`config.mk`:
```
export PLATFORM = sky130hd
export DESIGN_NAME = sync_fifo_ctrl
export DESIGN_NICKNAME = d
export VERILOG_FILES = /design/src/rtl/fifo_pkg.sv /design/src/rtl/fifo_ptr.sv /design/src/rtl/sync_fifo_ctrl.sv
export SDC_FILE = /design/constraint.sdc
export NUM_CORES = 1
export LEC_CHECK = 0
export CAP_MARGIN = 25
export CORE_ASPECT_RATIO = 1.4
export CORE_UTILIZATION = 23
export DETAILED_ROUTE_END_ITERATION = 12
export HOLD_SLACK_MARGIN = 0.1
export SYNTH_ARGS = -nofsm -noshare
export SYNTH_HDL_FRONTEND = slang
export SYNTH_SLANG_ARGS = --single-unit
```
`constraint.sdc`:
```
create_clock -name wclk -period 5.3 [get_ports wclk]
set_input_delay 0.795 -clock wclk [delete_from_list [all_inputs] [get_ports wclk]]
set_output_delay 0.795 -clock wclk [all_outputs]
set_load 0.01 [all_outputs]
```
`src/rtl/fifo_pkg.sv`:
```
// Shared helpers for the single-clock FIFO controller.
// Pointer-width, depth and full/empty compare functions.
package fifo_pkg;

  function automatic int ptr_w(input int asz);
    return asz + 1;
  endfunction

  function automatic int depth(input int asz);
    return 1 << asz;
  endfunction

  // Full: wrap bits differ, address bits match.
  function automatic logic ptr_full(
    input logic [31:0] w,
    input logic [31:0] r,
    input int          asz
  );
    logic [31:0] m;
    m = (32'd1 << asz) - 32'd1;
    return (w[asz] != r[asz]) && ((w & m) == (r & m));
  endfunction

  function automatic logic ptr_empty(
    input logic [31:0] w,
    input logic [31:0] r
  );
    return w == r;
  endfunction

endpackage

```
`src/rtl/fifo_ptr.sv`:
```
// Wrapping pointer counter with synchronous clear.
// Used for both the write and read pointers.
module fifo_ptr #(
  parameter int W = 13
) (
  input  logic         clk,
  input  logic         rst,
  input  logic         i_clr,
  input  logic         i_inc,
  output logic [W-1:0] o_q
);

  logic [W-1:0] r_q;

  always_ff @(posedge clk or posedge rst) begin
    if (rst)        r_q <= '0;
    else if (i_clr) r_q <= '0;
    else if (i_inc) r_q <= r_q + W'(1);
  end

  assign o_q = r_q;

endmodule

```
`src/rtl/sync_fifo_ctrl.sv`:
```
// Single-clock FIFO controller sequencing an external fifomem.
// Define FIFO_OREG_EN for a registered output stage.
module sync_fifo_ctrl
  import fifo_pkg::*;
#(
  parameter int DATA_SIZE    = 16,
  parameter int ADDR_SIZE    = 12,
  parameter int AFULL_THRESH = (2**ADDR_SIZE) - 4
) (
  input  logic                 wclk,
  input  logic                 wrst,
  input  logic                 flush,
  input  logic                 wr_valid,
  output logic                 wr_ready,
  input  logic [DATA_SIZE-1:0] wr_data,
  output logic                 rd_valid,
  input  logic                 rd_ready,
  output logic [DATA_SIZE-1:0] rd_data,
  output logic [ADDR_SIZE:0]   count,
  output logic                 almost_full,
  output logic [DATA_SIZE-1:0] mem_wdata,
  output logic [ADDR_SIZE-1:0] mem_waddr,
  output logic [ADDR_SIZE-1:0] mem_raddr,
  output logic                 mem_wclken,
  output logic                 mem_wfull,
  input  logic [DATA_SIZE-1:0] mem_rdata
);

  localparam int PTR_W = ptr_w(ADDR_SIZE);
  localparam logic [PTR_W-1:0] AF_TH = PTR_W'(AFULL_THRESH);

  logic [PTR_W-1:0] w_wptr;
  logic [PTR_W-1:0] w_rptr;
  logic             w_full;
  logic             w_empty;
  logic             w_push;
  logic             w_pop;
  logic             w_rinc;
  logic [PTR_W-1:0] w_cnt_nxt;
  logic [PTR_W-1:0] r_count;
  logic             r_afull;

  assign w_full  = ptr_full(32'(w_wptr), 32'(w_rptr), ADDR_SIZE);
  assign w_empty = ptr_empty(32'(w_wptr), 32'(w_rptr));

  assign wr_ready = !w_full;
  // flush drops any same-cycle write before it reaches memory
  assign w_push   = wr_valid && !w_full && !flush;

  fifo_ptr #(.W(PTR_W)) u_wptr (
    .clk   (wclk),
    .rst   (wrst),
    .i_clr (flush),
    .i_inc (w_push),
    .o_q   (w_wptr)
  );

  fifo_ptr #(.W(PTR_W)) u_rptr (
    .clk   (wclk),
    .rst   (wrst),
    .i_clr (flush),
    .i_inc (w_rinc),
    .o_q   (w_rptr)
  );

`ifdef FIFO_OREG_EN
  logic                 r_ov;
  logic [DATA_SIZE-1:0] r_oreg;
  logic                 w_load;

  assign w_pop  = r_ov && rd_ready && !flush;
  assign w_load = (!r_ov || w_pop) && !w_empty && !flush;
  assign w_rinc = w_load;

  always_ff @(posedge wclk or posedge wrst) begin
    if (wrst)        r_ov <= 1'b0;
    else if (flush)  r_ov <= 1'b0;
    else if (w_load) r_ov <= 1'b1;
    else if (w_pop)  r_ov <= 1'b0;
  end

  always_ff @(posedge wclk or posedge wrst) begin
    if (wrst)        r_oreg <= '0;
    else if (w_load) r_oreg <= mem_rdata;
  end

  assign rd_valid = r_ov;
  assign rd_data  = r_oreg;
`else
  assign w_pop    = !w_empty && rd_ready && !flush;
  assign w_rinc   = w_pop;
  assign rd_valid = !w_empty;
  assign rd_data  = mem_rdata;
`endif

  always_comb begin
    w_cnt_nxt = r_count;
    unique case ({w_push, w_pop})
      2'b10:   w_cnt_nxt = r_count + PTR_W'(1);
      2'b01:   w_cnt_nxt = r_count - PTR_W'(1);
      default: w_cnt_nxt = r_count;
    endcase
  end

  always_ff @(posedge wclk or posedge wrst) begin
    if (wrst) begin
      r_count <= '0;
      r_afull <= 1'b0;
    end else if (flush) begin
      r_count <= '0;
      r_afull <= 1'b0;
    end else begin
      r_count <= w_cnt_nxt;
      r_afull <= (w_cnt_nxt >= AF_TH);
    end
  end

  assign count       = r_count;
  assign almost_full = r_afull;

  assign mem_wdata  = wr_data;
  assign mem_waddr  = w_wptr[ADDR_SIZE-1:0];
  assign mem_raddr  = w_rptr[ADDR_SIZE-1:0];
  assign mem_wclken = w_push;
  assign mem_wfull  = w_full;

endmodule
```
==> reports/summary.txt <==
Cell count after synthesis: 346
Cell accounting for the most synthesized area: dfrtp_1
Final max-slew violation count: 0
Vias in the first global route: 2372
Largest net degree at the start of global routing: 41
I/O pin cnt: 111
Vias: 2286
Fin nets: 389
Simple-gate share of the synthesized area: 17.9%
GRT Total Usage: 11.3%
Clock Skew: 0.00486 ns
Register-to-register setup slack: 1.01 ns
Worst-skew pair later-pin latency: 0.28 ns
Post-CTS Repair Setup Buffers: 0
Initial antenna violation count: 0
Setup TNS: 0 ns
Critical path class: reg2reg
Cells along the critical path: xnor2_1 > nand4_1 > o41a_2 > and2_1 > ha_1 > fa_1 > a211oi_1 > o211a_1 > o21bai_2 > xor2_1 > nor2_1 > or4b_1 > o31ai_1
Largest family of logic cells by synthesized area: simple AND/OR/NAND/NOR gates
Area Growth Syn to Fin: 12.6%
CTS Sinks: 40
Warnings, synthesis: 0
CP max FO: 14
Die span in y: 137 um
Hold_buf cts: 0
Drt pass-1 iters: 4
DR WL/cell: 14.7 um
Clock slew at reported path FFs: 0.06 ns
CP arrival: 4.48 ns
Syn Nets: 398
Post-synthesis sequential area ratio: 33.3%
First-pass GRT wire length: 12100 um
Routability Congestion: 0.819
H-tree depth: 2
Post-CTS Resized: 0
EDFF count, synth: 0
Die width: 98.7 um
Outcome: completed
# DRC: 0
Max clock buf depth: 2
Setup violations, final: 0
HPWL after DPL: 5250 um
Synthesis-stage register bit count: 40
Critical R2R Capture: almost_full$_DFF_PP0_
Synth Area in Compound Gates: 11.7%
Synth top area cells: dfrtp_1 33%, buf_4 14%, xnor2_1 6.1%
Post-synth ARST share: 100%
Cell Area, Synth: 3010 sq um
Max-Cap Viols: 0
ANT nets after route: 0
Reg2reg path depth: 13
Layout cell share with drive strength beyond 1: 3.85%
CTS root buf: clkbuf_16
Worst-margin pin slew: 0.607 ns
Worst hold path class: reg2reg
DRC marker count from the first detailed-route iteration: 72
Buffers on Ports: 46
WL final: 7240 um
Initial Util: 23.5%
Vias per cell: 4.66
Fin crit share: 81.0%
Setup crit end kind: register
Mux contribution to synthesized area: 2.66%
Std-Cell Rows: 49
Required time worst endpoint: 5.49 ns
Pleak: 1.42 nW
Main flop type after synthesis: dfrtp_1
Slowest-stage cell, CP: o41a_2
Post-placement cell count: 483
CTS tree: built
Peak per-stage delay on the critical path: 0.58 ns
Final Hold Vio Count: 0
RSZ-0062 raised after global routing: no
Total clock buffers created by CTS: 5
Critical R2R Launch: u_wptr.o_q[3]$_DFFE_PP0P_
CP startpoint: u_wptr.o_q[3]$_DFFE_PP0P_
Non-filler cells, final: 491
Synth Area in XOR/XNOR: 11.1%
ANT cells: 0
Full die area: 13600 sq um
Adder-cell share of the synthesized area: 6.49%
Rel. slew slack: 59.2%
Max VDD drop: 0.114 mV
WHS: 0.581 ns
Type of origin of the critical path: register
PD cells: 262 nW/um^2
Fmax: 233 MHz
Minimum clock period: 4.29 ns
Total gr overflow: 0
Core area: 12800 sq um
Synth Area per Inst: 8.70 sq um
Post-synthesis cell type count: 45
Crit path to: almost_full$_DFF_PP0_
Top-area cell type share of the netlist area: 33.3%
==> logic make-up (layout without fill, tap and decap cells) <==
group                      Yosys count  count (layout)
and+or+nand+nor                    111             111
DFF                                 40              40
AOI/OAI and AO/OA                   55              55
muxes                                8               8
buffers and inverters               79              71
adders and majority gates           15              15
xor gates and xnor gates            38              38
==> layer usage <==
| layer | part of all wire (%) | vias to the layer above | track usage [%] | wire length [um] |
|---|---|---|---|---|
| met5 | 0 | - | 0 | 0 |
| met2 | 53 | 81 | 21.4 | 3800 |
| met4 | 1.3 | 0 | 3.65 | 93 |
| li1 | - | 1109 | - | - |
| met3 | 5.0 | 10 | 2.33 | 359 |
| met1 | 41 | 1086 | 12.7 | 2980 |
==> cells in the mapped netlist (2+ instances only) <==
library cell / instances
buf_4: 56
nor2_1: 44
dfrtp_1: 40
xnor2_1: 21
a21oi_1: 18
nand2_1: 17
xor2_1: 17
o21ai_0: 16
ha_1: 14
inv_1: 14
nand4_1: 11
or3_1: 11
nor3_1: 9
mux2i_1: 8
clkbuf_1: 5
nand3_1: 5
a211oi_1: 4
and2_1: 3
nor3b_1: 3
buf_2: 2
o211ai_1: 2
o21a_1: 2
o31ai_1: 2
==> registers in the layout, summed over array words and instances, names as in the netlist <==
register,flops
u_rptr.o_q,13
count,13
almost_full,1
u_wptr.o_q,13
==> stage by stage <==
stage | setup WS [ns] | power [mW] | util (%) | area, sq um
3_5_place_dp | 0.887 | 0.548 | 25.2 | 3220
4_1_cts | 0.975 | 0.899 | 26.4 | 3390
2_1_floorplan | 1.41 | 0.501 | - | 3010
3_3_place_gp | 0.926 | 0.543 | 25.2 | 3220
5_1_grt | 0.643 | 0.934 | 26.4 | 3390
6_report | 1.01 | 0.887 | 26.4 | 3390
==> cell type report <==
cell class,instances,area [sq um]
clock inverter,2,35.0
inverter,15,56.3
clock buffer,6,129
timing repair buffer,48,475
multi-input combinational,227,1500
fill,1333,9430
sequential,40,1000
tap,153,191
==> cell usage in the layout (no fill, tap or decap), types with 3 or more instances in the layout <==
cell type | synthesis | routed
a211oi_1 | 4 | 4
a21oi_1 | 18 | 18
and2_1 | 3 | 3
clkbuf_16 | 0 | 5
clkdlybuf4s50_1 | 0 | 46
dfrtp_1 | 40 | 40
ha_1 | 14 | 14
inv_1 | 14 | 14
mux2i_1 | 8 | 8
nand2_1 | 17 | 17
nand3_1 | 5 | 5
nand4_1 | 11 | 11
nor2_1 | 44 | 44
nor3_1 | 9 | 9
nor3b_1 | 3 | 3
o21ai_0 | 16 | 16
or3_1 | 11 | 11
xnor2_1 | 21 | 21
xor2_1 | 17 | 17
==> power by group <==
part	total, mW	internal [mW]	switching, mW
Sequential	0.341	0.320	0.0209
Combinational	0.199	0.0909	0.108
Clock	0.347	0.222	0.125
==> worst min path at each step <==
stage	depth (start not counted)	from	end
floorplan	2	u_wptr.o_q[12]$_DFFE_PP0P_	u_wptr.o_q[12]$_DFFE_PP0P_
global placement	2	count[2]$_DFF_PP0_	count[2]$_DFF_PP0_
detailed placement	2	count[4]$_DFF_PP0_	count[4]$_DFF_PP0_
CTS	2	count[4]$_DFF_PP0_	count[4]$_DFF_PP0_
global route	2	count[4]$_DFF_PP0_	count[4]$_DFF_PP0_
finish	2	count[4]$_DFF_PP0_	count[4]$_DFF_PP0_
==> critical path, delay by kind of cell (launching register included) <==
| kind | cells | cell delay [ns] |
|---|---|---|
| AO/OA/AOI/OAI | 5 | 1.56 |
| adder cells (fa/ha/maj) | 2 | 0.89 |
| AND/OR/NAND/NOR | 4 | 0.96 |
| XOR/XNOR | 2 | 0.32 |
| flip-flops | 1 | 0.48 |
Power figures use the tool's default switching activity.
